[config.mk]
export PLATFORM = sky130hd
export DESIGN_NAME = rrp_addsub_pipe
export DESIGN_NICKNAME = d
export VERILOG_FILES = /design/src/rtl/rrp_addsub_pipe.sv
export SDC_FILE = /design/constraint.sdc
export NUM_CORES = 1
export LEC_CHECK = 0
export CORE_ASPECT_RATIO = 0.7
export CORE_MARGIN = 2
export CORE_UTILIZATION = 30
export CTS_CLUSTER_DIAMETER = 50
export DETAILED_ROUTE_END_ITERATION = 10
export GPL_ROUTABILITY_DRIVEN = 1
export PLACE_DENSITY_LB_ADDON = 0.2
export SKIP_LAST_GASP = 1
export SLEW_MARGIN = 30
export SYNTH_ARGS = -nofsm -noshare
export SYNTH_HDL_FRONTEND = slang
export SYNTH_SLANG_ARGS = --single-unit
[constraint.sdc]
create_clock -name clock -period 1.55 [get_ports clock]
set_input_delay 0.31 -clock clock [delete_from_list [all_inputs] [get_ports clock]]
set_output_delay 0.31 -clock clock [all_outputs]
set_load 0.03 [all_outputs]
[src/rtl/rrp_addsub_pipe.sv]
// Multi-lane radix-RADIX signed-digit adder/subtractor, two-stage pipeline with
// valid/ready flow control. Stage 1 holds interim digits w and transfers t;
// stage 2 holds the final digit vectors.
module rrp_addsub_pipe #(
  parameter int unsigned RADIX = 8,
  parameter int unsigned WIDTH = 5,
  parameter int unsigned LANES = 2
) (
  input  logic                                               clock,
  input  logic                                               reset_n,
  input  logic                                               in_valid,
  output logic                                               in_ready,
  input  logic [LANES-1:0]                                   in_sub,
  input  logic [LANES*(($clog2(RADIX)+1)*WIDTH)-1:0]         x_in,
  input  logic [LANES*(($clog2(RADIX)+1)*WIDTH)-1:0]         y_in,
  output logic                                               out_valid,
  input  logic                                               out_ready,
  output logic [LANES*(($clog2(RADIX)+1)*(WIDTH+1))-1:0]     s_out
);

  localparam int unsigned D  = $clog2(RADIX) + 1;
  localparam int unsigned N  = D * WIDTH;
  localparam int unsigned SW = N + D;

  // Thresholds in the (D+1)-bit signed domain of the digit-pair sum.
  localparam logic signed [D:0] AS    = (D+1)'(RADIX - 1);
  localparam logic signed [D:0] NEG_A = -AS;
  localparam logic signed [D:0] RS    = (D+1)'(RADIX);

  if (!((RADIX >= 4) && ((RADIX & (RADIX - 1)) == 0))) begin : g_bad_radix
    $error("rrp_addsub_pipe: RADIX must be a power of two and at least 4");
  end

  // Transfer digit encoding: 2'b01 = +1, 2'b11 = -1, 2'b00 = 0.
  function automatic logic [D-1:0] t_ext(input logic [1:0] t);
    return {{(D-2){t[1]}}, t};
  endfunction

  logic                     s1_valid_d, s1_valid_q;
  logic                     s2_valid_d, s2_valid_q;
  logic [LANES*WIDTH*D-1:0] w_d, w_q;
  logic [LANES*WIDTH*2-1:0] t_d, t_q;
  logic [LANES*SW-1:0]      s_d, s_q;
  logic                     adv1, adv2;

  logic signed [D:0] x_e, y_e, p_e, w_e;
  logic [1:0]        t_e;

  // Handshake: stage 2 drains when downstream takes it or it is empty.
  always_comb begin
    in_ready = !s1_valid_q || !s2_valid_q || out_ready;
    adv1     = in_valid && in_ready;
    adv2     = s1_valid_q && (!s2_valid_q || out_ready);
    s1_valid_d = adv1 || (s1_valid_q && !adv2);
    s2_valid_d = adv2 || (s2_valid_q && !out_ready);
  end

  // Stage 1 next state: per-digit sum split into transfer and interim digit.
  always_comb begin
    w_d = w_q;
    t_d = t_q;
    x_e = '0;
    y_e = '0;
    p_e = '0;
    w_e = '0;
    t_e = 2'b00;
    if (adv1) begin
      for (int k = 0; k < LANES; k++) begin
        for (int i = 0; i < WIDTH; i++) begin
          x_e = {x_in[k*N + i*D + D-1], x_in[k*N + i*D +: D]};
          y_e = {y_in[k*N + i*D + D-1], y_in[k*N + i*D +: D]};
          if (in_sub[k]) begin
            y_e = -y_e;
          end
          p_e = x_e + y_e;
          if (p_e >= AS) begin
            t_e = 2'b01;
            w_e = p_e - RS;
          end else if (p_e <= NEG_A) begin
            t_e = 2'b11;
            w_e = p_e + RS;
          end else begin
            t_e = 2'b00;
            w_e = p_e;
          end
          w_d[(k*WIDTH + i)*D +: D] = w_e[D-1:0];
          t_d[(k*WIDTH + i)*2 +: 2] = t_e;
        end
      end
    end
  end

  // Stage 2 next state: absorb the transfer from the next-lower digit.
  always_comb begin
    s_d = s_q;
    if (adv2) begin
      for (int k = 0; k < LANES; k++) begin
        s_d[k*SW +: D] = w_q[(k*WIDTH)*D +: D];
        for (int i = 1; i < WIDTH; i++) begin
          s_d[k*SW + i*D +: D] = w_q[(k*WIDTH + i)*D +: D]
                               + t_ext(t_q[(k*WIDTH + i - 1)*2 +: 2]);
        end
        s_d[k*SW + WIDTH*D +: D] = t_ext(t_q[(k*WIDTH + WIDTH - 1)*2 +: 2]);
      end
    end
  end

  // Pipeline registers; reset discards anything in flight.
  always_ff @(posedge clock or negedge reset_n) begin
    if (!reset_n) begin
      s1_valid_q <= 1'b0;
      s2_valid_q <= 1'b0;
      w_q        <= '0;
      t_q        <= '0;
      s_q        <= '0;
    end else begin
      s1_valid_q <= s1_valid_d;
      s2_valid_q <= s2_valid_d;
      w_q        <= w_d;
      t_q        <= t_d;
      s_q        <= s_d;
    end
  end

  assign out_valid = s2_valid_q;
  assign s_out     = s_q;

endmodule
### After elaboration in Yosys (flattened, before gate mapping)

Cells that the tools add are included.
Widths: inputs -> output; s select.

| cells by class | value |
|---|---|
| magnitude comparators | 20 |
| reduce and logical (&&, ||, !) cells | 13 |
| mux-type cells | 60 |
| $add $sub $neg | 48 |

Operators by type and width:

| cell | number |
|---|---|
| $mux 5 | 20 |
| $mux 4 | 20 |
| $add 4x5->5 | 10 |
| $ge 5x4->1 const B | 10 |
| $le 5x4->1 const B | 10 |
| $neg 4->5 | 10 |
| $add 4x4->4 const B | 10 |
| $mux 2 | 20 |
| $sub 4x4->4 const B | 10 |
| $add 4x4->4 | 8 |
| $logic_or 1x1->1 | 5 |
| $logic_and 1x1->1 | 4 |
| $logic_not 1->1 | 4 |

| word-level totals | value |
|---|---|
| input bits | 86 |
| register bits | 108 |
| logic and storage cells | 146 |
| output and inout port bits | 50 |

### Logic depth before layout (Yosys ltp)

| logic depth | value |
|---|---|
| word-level depth | 9 |
| depth in mapped cells | 12 |
| gate-level depth less buffers | 11 |

### Worst setup path after synthesis

No wires, ideal clock.

| timing path | value |
|---|---|
| path kind | input-to-reg |
| start | in in_sub[1] |
| end | reg t_q[12] |
| setup time | 77 ps |
| slack | -1084 ps |
| required time | 1473 ps |
| arrival time | 2558 ps |
| buffers on the path | 3 |
| stages | 11 |
| path through | buf_2 clkbuf_1 clkbuf_1 o21ai_0 fa_1 nand3_1 nand2_1 xnor2_1 xnor2_1 mux2_2 o21ai_1 |

| between the ends | value |
|---|---|
| cells in the longest elaborated chain, start to end | 6 |
| elaborated cells between the ends (all ways) | 7 |
| classes of those cells | 1 x add/sub; 2 x order compare; 4 x mux |

RTL lines:

| item | line | source |
|---|---|---|
| start, declared | 13 | `input logic [LANES-1:0] in_sub,` |
| $mux 5 * | 72 | `if (in_sub[k]) begin` |
| $mux 5 * | 67 | `if (adv1) begin` |
| $add 4x5->5 * | 75 | `p_e = x_e + y_e;` |
| $le 5x4->1 | 79 | `end else if (p_e <= NEG_A) begin` |
| $mux 2 | 79 |  |
| $mux 2 * | 76 | `if (p_e >= AS) begin` |
| end signal, assigned | 120 | `t_q <= t_d;` |
| end, declared | 42 | `logic [LANES*WIDTH*2-1:0] t_d, t_q;` |

Every way passes the cells marked *; elsewhere a longest branch is shown, timed or not. The select of a mux whose other input is x is not followed.
A chain may end at the register's enable or synchronous reset.

### Worst setup path after layout

| timing path | value |
|---|---|
| start | in in_sub[0] |
| end | reg t_q[0] |

Same word-level chain as after synthesis.

==> results by group <==
Floorplan
  – Die H: 137.0 microns
  – I/O Pins: 136
  – Initial Util: 30.66%
  – Die ar.: 26,600 sq um
  – Placeable Area: 24,740 sq um
  – Die Width: 194.1 microns
  – Num rows: 48

Routing
  – DRT Pass-1 Iters: 4
  – Iteration-0 DRC count of the detailed router: 157
  – Routed wire length: 20,320 microns
  – Routed Antenna Nets: 0
  – Vias/cell: 4.520
  – DRC viols: 0
  – Vias: 6,391
  – Routed len/inst: 14.37 microns

Global route
  – Largest net degree at the start of global routing: 50
  – Initial antenna violation count: 0
  – Tot GR Track Use: 14.94%
  – GRT overflow: 0
  – Vias in the first global route: 6,573
  – First-pass GRT wire length: 32,130 microns

Place
  – Pre-CTS setup slack: -1306 ps
  – I/O Buffers: 135
  – Area after DPL: 10,580 sq um
  – HPWL Detailed: 13,550 microns
  – Global placement routability congestion: 0.7663
  – Placed Instances: 1,327

Layout
  – Layout cell share with drive strength beyond 1: 52.34%
  – Area delta synth->final: 73.87%
  – Net count, final: 1,282
  – Fin area: 13,190 sq um
  – Post-Layout Cell Count: 1,414
  – Ant. Diodes: 0

Yosys
  – Synth Cell Area: 7586 sq um
  – Yosys warning count: 0
  – Yosys cell types: 35
  – Synth Instances: 745
  – Share of the synthesized area in the top cell type: 34.97%
  – Yosys reg bits: 106
  – Post-synth top area cell: dfrtp_1
  – Async set-reset flop share out of synthesis: 100.0%
  – Syn Nets: 943
  – Top cells by area, synth: dfrtp_1 35%, ha_1 16%, mux2_2 8.3%
  – Commonest cells in the netlist: 106 x dfrtp_1, 94 x ha_1, 77 x nand2_1
  – Average size of a mapped cell: 10.18 sq um
  – Post-synth EDFFs: 0
  – Count leader, synth: dfrtp_1
  – Main synth FF type: dfrtp_1
  – Post-synthesis sequential area ratio: 34.97%

STA
  – Setup Viol. Count Final: 37
  – Layout Skew: 7.989 ps
  – Slew @ Worst Pin: 378.5 ps
  – Fmax: 511.7 MHz
  – Slew headroom: 74.87%
  – Period utilization: 126.1%
  – Final hold vios: 0
  – Max Transition Viols Final: 0
  – Hold WS: 281.3 ps
  – Final worst setup slack: -404.4 ps
  – Min Tclk post-route: 1954 ps
  – RSZ-0062 raised after global routing: yes

Power and ir drop
  – Overall power: 15.81 mW
  – Worst vdd ir: 859.1 uV
  – P_leak: 6.196 nW
  – Pwr/cell area: 1198 nW/um^2

Run status
  – Failing checks: setup timing
  – Outcome: complete, but fails checks

CTS
  – Clock sink count: 106
  – CTS Buffer Depth: 2
  – CTS buffer count: 9
  – H-tree levels: 3
  – Worst-Skew Late Latency: 360 ps
  – Clk root buf: clkbuf_16
  – CTS tree: done
  – Clk slew on worst S/H paths: 70 ps

Run
  – Max_cap viols: 0

Worst hold path
  – HP Class: input port to register

Worst setup path
  – CP max FO: 6
  – CP startpoint kind: input port
  – CP arrival: 2190 ps
  – Worst path required time: 1790 ps
  – Setup Crit Path Kind: input port to register
  – CP Capture Type: register
-- kinds of logic after synthesis --
family                     synth area share (%)
and+or+nand+nor                           9.814
muxes                                     9.517
xor gates and xnor gates                  10.18
DFF                                       34.97
AOI/OAI and AO/OA                         11.02
buffers and inverters                     4.255
adders and majority gates                 20.25
-- metrics by stage --
stage / TNS (ps) / util, %
floorplan: -22180 / -
global placement: -55730 / 42.77
detailed placement: -57670 / 42.77
CTS: -9086 / 49.33
global route: -12510 / 53.31
finish: -10140 / 53.31
-- critical path: stages --
cell	delay (ps)
buf_8	110
buf_12	140
buf_12	120
buf_6	120
nand2b_4	80
xnor2_4	80
ha_1	330
nand3_2	80
nand2_1	70
xnor3_2	320
a31oi_4	190
and2b_1	170
o31ai_2	60
-- layout by cell type, fill, tap and decap left out, types with 17 or more instances in the layout --
cell             synthesis  layout
clkdlybuf4s50_1          0      22
ha_4                     0      21
xnor2_2                  3      36
mux2_2                  56      44
a21oi_2                  1      17
o21ai_0                 44      24
a21oi_1                 45      29
buf_4                    4     167
ha_1                    94      64
nand2_1                 77      52
dfrtp_1                106     104
buf_6                    1      50
inv_1                   52      33
dlygate4sd2_1            0      69
-- power by group --
| part | internal, mW | switching (mW) |
|---|---|---|
| combinational | 4.44 | 4.49 |
| sequential | 3.82 | 0.682 |
| clock | 1.30 | 1.07 |
| total | 9.56 | 6.25 |
-- what timing repair did --
| item | in CTS | in global routing |
|---|---|---|
| pin swaps | 152 | 129 |
| gates cloned | 4 | 0 |
| gates resized for setup | 437 | 171 |
| buffers inserted | 48 | 36 |
| hold buffers | 1 | 0 |
| endpoints found under the hold margin | 19 | 0 |
| setup endpoints to repair | 99 | 54 |
-- path summary, 6_finish.rpt --
check	slack, ps	cells past startpoint	start	to
max	-400	13	in_sub[0]	t_q[0]
min	280	3	out_ready	out_valid
max reg2reg	80	5	s1_valid_q	w_q[25]
min reg2reg	480	2	s_out[34]	s_out[34]
max in group asynchronous	560	3	reset_n	w_q[26]
min in group asynchronous	390	2	reset_n	s_out[0]
-- per-layer routing --
metal | wire, microns | vias to the layer above | global-route usage (%)
met3 | 724 | 11 | 3.672
met4 | 150 | 0 | 2.820
met2 | 9872 | 72 | 24.91
met5 | 0 | - | 0
met1 | 9572 | 3096 | 19.89
li1 | - | 3212 | -
-- cell type report --
| type | count | area (sq um) |
|---|---|---|
| clock buffer | 10 | 239.0 |
| clock inverter | 6 | 65.06 |
| fill | 2213 | 11550 |
| inverter | 52 | 227.7 |
| multi-input combinational | 561 | 6270 |
| sequential | 106 | 2655 |
| tap | 325 | 406.6 |
| timing repair buffer | 354 | 3327 |
-- flip-flops by register name, summed over array words and instances (netlist names) --
name,cells
s_out,44
w_q,40
t_q,20
out_valid,1
s1_valid_q,1
No activity file was read; power rests on OpenSTA's default activity.
